===== src/rtl/mips_pkg.sv =====
// Shared MIPS core definitions: jump-target encodings, reset PC and NOP word,
// plus the branch-target helper used by the fetch redirect logic.
package mips_pkg;

    typedef enum logic [1:0] {
        JMP_BR  = 2'b00,
        JMP_J   = 2'b01,
        JMP_JR  = 2'b10,
        JMP_JAL = 2'b11
    } jump_e;

    localparam logic [31:0] NOP_INST = 32'h0000_0000;  // sll $0,$0,0
    localparam logic [31:0] RESET_PC = 32'h0000_0000;

    // Branch immediate is a word offset; scale to bytes, wrap modulo 2^32.
    function automatic logic [31:0] branch_target(input logic [31:0] base_pc4,
                                                  input logic [31:0] word_off);
        return base_pc4 + (word_off << 2);
    endfunction

endpackage


===== src/rtl/fetch_stage_if.sv =====
// Fetch-stage bundle: controller redirect/stall controls, instruction-memory
// port and the IF/ID pipeline register outputs.
interface fetch_if;
    import mips_pkg::*;

    logic        pc_en;
    logic        if_id_en;
    logic        if_flush;
    logic        pc_src;
    jump_e       jump;
    logic [31:0] br_offset;
    logic [31:0] jr_target;
    logic [31:0] imem_rdata;
    logic [31:0] imem_addr;
    logic [31:0] IF_ID_inst;
    logic [31:0] IF_ID_pc4;
    logic        IF_ID_valid;

    // Controller / memory side.
    modport master (
        output pc_en, if_id_en, if_flush, pc_src, jump, br_offset, jr_target, imem_rdata,
        input  imem_addr, IF_ID_inst, IF_ID_pc4, IF_ID_valid
    );

    // Fetch stage side.
    modport slave (
        input  pc_en, if_id_en, if_flush, pc_src, jump, br_offset, jr_target, imem_rdata,
        output imem_addr, IF_ID_inst, IF_ID_pc4, IF_ID_valid
    );

endinterface


===== src/rtl/fetch_stage_next_pc_sel.sv =====
// Combinational next-PC mux: sequential PC+4 or the decode-resolved redirect
// target (branch, j/jal pseudo-direct, jr/jalr register).
module next_pc_sel
    import mips_pkg::*;
(
    input  logic [31:0] pc4,
    input  logic [31:0] if_id_pc4,
    input  logic [31:0] if_id_inst,
    input  logic [31:0] br_offset,
    input  logic [31:0] jr_target,
    input  jump_e       jump,
    input  logic        pc_src,
    output logic [31:0] next_pc
);

    // Opcode field is not part of any target computation.
    logic unused_opcode;
    assign unused_opcode = ^if_id_inst[31:26];

    always_comb begin
        // NOTE: default assigned first so every path drives next_pc; no latch.
        next_pc = pc4;
        if (pc_src) begin
            case (jump)
                JMP_BR:          next_pc = branch_target(if_id_pc4, br_offset);
                JMP_J, JMP_JAL:  next_pc = {if_id_pc4[31:28], if_id_inst[25:0], 2'b00};
                JMP_JR:          next_pc = jr_target;
                default:         next_pc = pc4;
            endcase
        end
    end

endmodule


===== src/rtl/fetch_stage.sv =====
// Instruction-fetch stage: program counter, next-PC selection and the IF/ID
// pipeline register. imem_addr comes straight from the PC register.
module fetch_stage #(
    parameter logic [31:0] RESET_PC = mips_pkg::RESET_PC,
    parameter logic [31:0] NOP_INST = mips_pkg::NOP_INST
) (
    input logic   clk,
    input logic   rst,
    fetch_if.slave bus
);

    logic [31:0] pc_q, pc_d;
    logic [31:0] pc4;
    logic [31:0] next_pc;
    logic [31:0] inst_q, inst_d;
    logic [31:0] pc4_q, pc4_d;
    logic        valid_q, valid_d;

    assign pc4 = pc_q + 32'd4;

    next_pc_sel u_next_pc_sel (
        .pc4        (pc4),
        .if_id_pc4  (pc4_q),
        .if_id_inst (inst_q),
        .br_offset  (bus.br_offset),
        .jr_target  (bus.jr_target),
        .jump       (bus.jump),
        .pc_src     (bus.pc_src),
        .next_pc    (next_pc)
    );

    always_comb begin
        pc_d    = pc_q;
        inst_d  = inst_q;
        pc4_d   = pc4_q;
        valid_d = valid_q;

        // A stalled PC ignores any redirect; decode re-evaluates it next cycle.
        if (bus.pc_en) begin
            pc_d = next_pc;
        end

        // Hold takes priority over flush so a stalled instruction is not lost.
        if (bus.if_id_en) begin
            if (bus.if_flush) begin
                inst_d  = NOP_INST;
                pc4_d   = pc4;
                valid_d = 1'b0;
            end else begin
                inst_d  = bus.imem_rdata;
                pc4_d   = pc4;
                valid_d = 1'b1;
            end
        end
    end

    always_ff @(posedge clk) begin
        // NOTE: non-blocking assignments so all registers sample pre-edge values together.
        if (rst) begin
            pc_q    <= RESET_PC;
            inst_q  <= NOP_INST;
            pc4_q   <= 32'h0000_0000;
            valid_q <= 1'b0;
        end else begin
            pc_q    <= pc_d;
            inst_q  <= inst_d;
            pc4_q   <= pc4_d;
            valid_q <= valid_d;
        end
    end

    assign bus.imem_addr   = pc_q;
    assign bus.IF_ID_inst  = inst_q;
    assign bus.IF_ID_pc4   = pc4_q;
    assign bus.IF_ID_valid = valid_q;

endmodule


===== src/flat_wrapper.sv =====
// flat-port wrapper written by rule: the top's interface ports become plain ports
module fetch_stage_flat 
#(
    parameter logic [31:0] RESET_PC = mips_pkg::RESET_PC,
    parameter logic [31:0] NOP_INST = mips_pkg::NOP_INST
)
  (clk, rst, bus_pc_en, bus_if_id_en, bus_if_flush, bus_pc_src, bus_jump, bus_br_offset, bus_jr_target, bus_imem_rdata, bus_imem_addr, bus_IF_ID_inst, bus_IF_ID_pc4, bus_IF_ID_valid);
  fetch_if bus_i ();
  input logic clk;
  input logic rst;
  input wire logic [$bits(bus_i.pc_en)-1:0] bus_pc_en;
  input wire logic [$bits(bus_i.if_id_en)-1:0] bus_if_id_en;
  input wire logic [$bits(bus_i.if_flush)-1:0] bus_if_flush;
  input wire logic [$bits(bus_i.pc_src)-1:0] bus_pc_src;
  input wire logic [$bits(bus_i.jump)-1:0] bus_jump;
  input wire logic [$bits(bus_i.br_offset)-1:0] bus_br_offset;
  input wire logic [$bits(bus_i.jr_target)-1:0] bus_jr_target;
  input wire logic [$bits(bus_i.imem_rdata)-1:0] bus_imem_rdata;
  output wire logic [$bits(bus_i.imem_addr)-1:0] bus_imem_addr;
  output wire logic [$bits(bus_i.IF_ID_inst)-1:0] bus_IF_ID_inst;
  output wire logic [$bits(bus_i.IF_ID_pc4)-1:0] bus_IF_ID_pc4;
  output wire logic [$bits(bus_i.IF_ID_valid)-1:0] bus_IF_ID_valid;
  assign bus_i.pc_en = bus_pc_en;
  assign bus_i.if_id_en = bus_if_id_en;
  assign bus_i.if_flush = bus_if_flush;
  assign bus_i.pc_src = bus_pc_src;
  assign bus_i.jump = bus_jump;
  assign bus_i.br_offset = bus_br_offset;
  assign bus_i.jr_target = bus_jr_target;
  assign bus_i.imem_rdata = bus_imem_rdata;
  assign bus_imem_addr = bus_i.imem_addr;
  assign bus_IF_ID_inst = bus_i.IF_ID_inst;
  assign bus_IF_ID_pc4 = bus_i.IF_ID_pc4;
  assign bus_IF_ID_valid = bus_i.IF_ID_valid;
  fetch_stage #(.RESET_PC(RESET_PC), .NOP_INST(NOP_INST)) u_core (.clk(clk), .rst(rst), .bus(bus_i));
endmodule

===== config.mk =====
export PLATFORM = sky130hd
export DESIGN_NAME = fetch_stage_flat
export DESIGN_NICKNAME = d
export VERILOG_FILES = /design/src/rtl/mips_pkg.sv /design/src/rtl/fetch_stage_if.sv /design/src/rtl/fetch_stage_next_pc_sel.sv /design/src/rtl/fetch_stage.sv /design/src/flat_wrapper.sv
export SDC_FILE = /design/constraint.sdc
export NUM_CORES = 1
export LEC_CHECK = 0
export ABC_AREA = 1
export ABC_CLOCK_PERIOD_IN_PS = 2150
export BUFFER_PORTS_ARGS = -buffer_cell sky130_fd_sc_hd__buf_4
export CELL_PAD_IN_SITES_DETAIL_PLACEMENT = 1
export CELL_PAD_IN_SITES_GLOBAL_PLACEMENT = 2
export CORE_MARGIN = 2
export CORE_UTILIZATION = 25
export CTS_CLUSTER_DIAMETER = 40
export CTS_CLUSTER_SIZE = 10
export DETAILED_ROUTE_END_ITERATION = 8
export PLACE_DENSITY_LB_ADDON = 0.15
export SKIP_LAST_GASP = 1
export SYNTH_ARGS = -nofsm -noshare
export SYNTH_HDL_FRONTEND = slang
export SYNTH_SLANG_ARGS = --single-unit

===== constraint.sdc =====
create_clock -name clk -period 2.15 [get_ports clk]
set_input_delay 0.43 -clock clk [delete_from_list [all_inputs] [get_ports clk]]
set_output_delay 0.43 -clock clk [all_outputs]
set_load 0.1 [all_outputs]

### Word-level counts from Yosys, hierarchy flattened

Cells that the tools add are included.

* mux-type cells: 4
* $add $sub $neg: 2
* reduce and logical (&&, ||, !) cells: 2
* equality and inequality tests: 3

Operators by type and width (count)
* $pmux W32 S3: 1
* $mux W32: 2
* $add A32 B3 Y32 const B: 1
* $add A32 B32 Y32: 1
* $eq A2 B2 Y1 const B: 2
* $eq A2 B1 Y1 const B: 1
* $logic_not A2 Y1: 1
* $reduce_or A2 Y1: 1
* $mux W1: 1

* input bits: 104
* word-level logic and storage cells: 15
* register bits after elaboration: 97
* output and inout port bits: 97

### Logic depth before layout (Yosys ltp)

* word-level depth: 4
* gate-level depth with buffers: 16

### Hierarchy

A second synthesis with hierarchy kept.

* cells, all modules: 1247
* area total of the unflattened synthesis: 7260.7 sq um

By module, submodules not included
* fetch_stage: sequential area each 1941.9 sq um, instances 1, cells each 642, area each 4327.9 sq um
* next_pc_sel: sequential area each 0.0 sq um, instances 1, cells each 605, area each 2932.8 sq um

### Worst setup path after synthesis

OpenSTA, ideal clock, no wires.

* kind: reg2reg
* start: register u_core.pc_q[2] (netlist: u_core.bus.imem_addr[2])
* end: register u_core.pc_q[18] (netlist: u_core.bus.imem_addr[18])
* cell stages (with the launch flop): 12
* setup slack: -388 ps
* data required time: 2016 ps
* path buffers: 0
* arrival: 2404 ps
* setup time: 134 ps
* cell sequence: dfxtp_1 -> ha_1 -> nand2_1 -> inv_2 -> nand3_4 -> nor2_4 -> nand2_1 -> nor2_1 -> xor2_1 -> nand2_1 -> nand3_1 -> a21oi_1

* longest elaborated chain between the ends: 2

Ends and longest elaborated chain
* from (decl): RTL line fetch_stage.sv:12 `logic [31:0] pc_q, pc_d;`
* from (signal assigned): RTL line fetch_stage.sv:65 `pc_q <= pc_d;`
* $add A32 B3 Y32: RTL line fetch_stage.sv:19 `assign pc4 = pc_q + 32'd4;`
* $mux W32: RTL line fetch_stage_next_pc_sel.sv:23 `if (pc_src) begin`

Every way passes these cells.
A chain may end at the register's enable or synchronous reset.

### Final worst setup path

* start: register u_core.pc4_q[19] (netlist: u_core.bus.IF_ID_pc4[19])
* end: register u_core.pc_q[21] (netlist: u_core.bus.imem_addr[21])

* longest elaborated chain between the ends: 3

Ends and longest elaborated chain
* from (decl): RTL line fetch_stage.sv:16 `logic [31:0] pc4_q, pc4_d;`
* from (signal assigned): RTL line fetch_stage.sv:67 `pc4_q <= pc4_d;`
* $add A32 B32 Y32: RTL line mips_pkg.sv:18 `return base_pc4 + (word_off << 2);`
* $pmux W32 S3: RTL line fetch_stage_next_pc_sel.sv:24 `case (jump)`
* $mux W32: RTL line fetch_stage_next_pc_sel.sv:23

Every way passes these cells.

==> impl_metrics.ini <==
[clocking]
cts_tree = built
numCtsBuffers = 9
clk_pin_slew_ns = 0.09
cts_sinks = 97
clk-insertion-delay-late_ns = 0.37
htreeDepth = 3
root_buffer = clkbuf_16
cts.path.max_buffers = 2

[timing]
tightest_slew_ns = 0.6120
skew_ns = 0.01228
hold_viol = 0
fin_crit_sh = 0.9632
timing.fmax_mhz = 482.9
slew_headroom = 0.5914
min_period_ns = 2.071
worst_hold_slack_ns = 0.3046
rsz0062_at_grt = true
finalMaxSlewViolations = 0
setup_viol = 0

[placement]
place_congestion = 0.9219
place_hpwl_um = 27980
placed_cells = 1829
portBuffers = 198
place_area_mm2 = 0.009918

[die]
dieHeight_um = 174.0
die_x_um = 174.0
start_util = 0.2532
design.core.area_mm2 = 0.02855
rows = 62
fp.dieArea_mm2 = 0.03029
ios = 201

[logic_synthesis]
syn-num-nets = 1323
ys.flop_type = dfxtp_1
synth.distinct_cells = 46
async_flop_share = 0
synth_seq_area_share = 0.2687
synth_seq_cells = 97
synth_area_leaders = dfxtp_1 (27%), nand2_1 (18%), nand3_1 (8.5%)
synth.top_cell.area_share = 0.2687
syn_avg_cell_area_um2 = 6.084
synth_edf_count = 0
netlist_area_mm2 = 0.007228
yosysMostFrequentCell = nand2_1
yosys_warnings = 0
yosys.area.top_type = dfxtp_1
syn_inst = 1188
synthTopCellsByCount = nand2_1 (351), inv_1 (160), nand3_1 (123), a21oi_1 (99), dfxtp_1 (97)

[routing]
ant_nets = 0
routed-wl-met3_um = 1479
m1WireLength_um = 16810
maxUsedRoutingLayer = met4
route.detailed.drc = 0
routed_via_density = 4.719
routed_wl_um = 34920
wl_met2_um = 16190
wl_per_cell_um = 18.92
drt_iter0_markers = 490
firstDrtPassIters = 4
via_count = 8712

[global_routing]
grt_pass1_vias = 8905
grt_pass1_wl_um = 52520
grt_remaining_overflow = 0
grt_max_degree = 47
track_usage = 0.2280
antenna_found_initial = 0

[pwr]
power.total_uw = 6222
vdd.ir_drop.worst_mv = 0.2849
leakage_uw = 0.005273
cellPowerDensity_mw_per_mm2 = 581.5

[final_layout]
finish.utilization = 0.3748
instances_no_fill = 1846
area_delta_synth_final_pct = 48.02
finalNetCount = 1592
drive_gt1_frac = 0.3427
final_area_mm2 = 0.01070
diodes = 0

[run]
drv_cap = 0

[setup_path]
crit_type = flop to flop
cp.required_ns = 2.45
crit_fanout = 4
crit_path_top_delay_cell = ha_2
cp.arrival_ns = 2.37
crit_path_max_incr_delay_ns = 0.38
end_kind = flop
crit_path_cell_trace = ha_2 > nand2_1 > o21ai_0 > inv_1 > nand2_1 > inv_1 > nand3_1 > nand3_1 > nand3_1 > nand2_1 > a21oi_1
start_kind = flop

[outcome]
status = completed

[worst_hold_path]
hold_path.class = input pin to flop
## cells by family (layout without fill, tap and decap cells)
group                    count (synthesis)  in the layout  share of synthesized area
AND/OR/NAND/NOR                        629            629                     0.3827
buffers and inverters                  218            492                     0.1153
AO/OA/AOI/OAI                          192            192                     0.1532
flip-flops                              97             97                     0.2687
adder cells (fa/ha/maj)                 31             31                    0.05470
XOR/XNOR                                21             21                    0.02545
## routing by layer
| metal | track usage | up-vias |
|---|---|---|
| met5 | 0 | - |
| met4 | 0.04202 | 0 |
| met3 | 0.03784 | 18 |
| met2 | 0.3725 | 163 |
| met1 | 0.3177 | 4162 |
| li1 | - | 4369 |
## cell type report
class                           instances  area, µm²
Clock buffer                            9      225.2
Clock inverter                          7      81.33
Fill cell                            3724      17850
Inverter                              169      634.4
Multi-Input combinational cell        873       4925
Sequential cell                        97       2011
Tap cell                              384      480.5
Timing Repair Buffer                  307       2342
## worst max-delay path: cells and delay by family, from the launching register on
family | cells | cell delay [ns]
adder cells (fa/ha/maj) | 1 | 0.38
AND/OR/NAND/NOR | 6 | 0.78
flip-flops | 1 | 0.34
buffers and inverters | 2 | 0.14
AO/OA/AOI/OAI | 2 | 0.37
## registers in the layout (all words and copies together) (netlist names)
name	flops
u_core.bus.IF_ID_pc4	32
u_core.bus.IF_ID_inst	32
u_core.bus.IF_ID_valid	1
u_core.bus.imem_addr	32
## report_power, final
group | internal (µW) | switching, µW
Sequential | 1900 | 120
Combinational | 788 | 1640
Clock | 837 | 936
## path summary, 6_finish.rpt
| path | from | endpoint | slack, ns | depth (start not counted) |
|---|---|---|---|---|
| setup / recovery | u_core.bus.IF_ID_pc4[19] | u_core.bus.imem_addr[21] | 0.08 | 11 |
| hold / removal | bus_imem_rdata[23] | u_core.bus.IF_ID_inst[23] | 0.30 | 3 |
| setup reg to reg | u_core.bus.IF_ID_pc4[19] | u_core.bus.imem_addr[21] | 0.08 | 11 |
| hold reg to reg | u_core.bus.IF_ID_inst[27] | u_core.bus.IF_ID_inst[27] | 0.47 | 2 |
## per-stage QoR
step / TNS, ns / setup WS (ns)
global placement: -4.072 / -0.2470
CTS: -0.02816 / -0.02816
floorplan: 0 / 0.01206
global route: -0.1718 / -0.05117
detailed placement: -4.758 / -0.2856
finish: 0 / 0.07918
## placed cells by master, fill, tap and decap left out, types with 9 or more instances in the layout
master       n
inv_1      159
nand2_2     21
nand3_1    107
a21oi_1     79
nor3_1       9
or2_2       12
nor2_2       9
ha_4        13
clkbuf_16    9
ha_1        13
xor2_1      14
nor2_1      81
o21ai_0     28
o211ai_1    24
a21oi_2     20
nand3_2     14
nand2_1    333
dfxtp_2     43
dfxtp_1     50
buf_4      304
## timing repair
item	4_1_cts	5_1_grt
setup endpoints to repair	15	24
hold buffers	0	0
gates resized for setup	14	84
gates cloned	0	0
buffers inserted	0	1
pin swaps	2	13
Power figures use the tool's default switching activity.
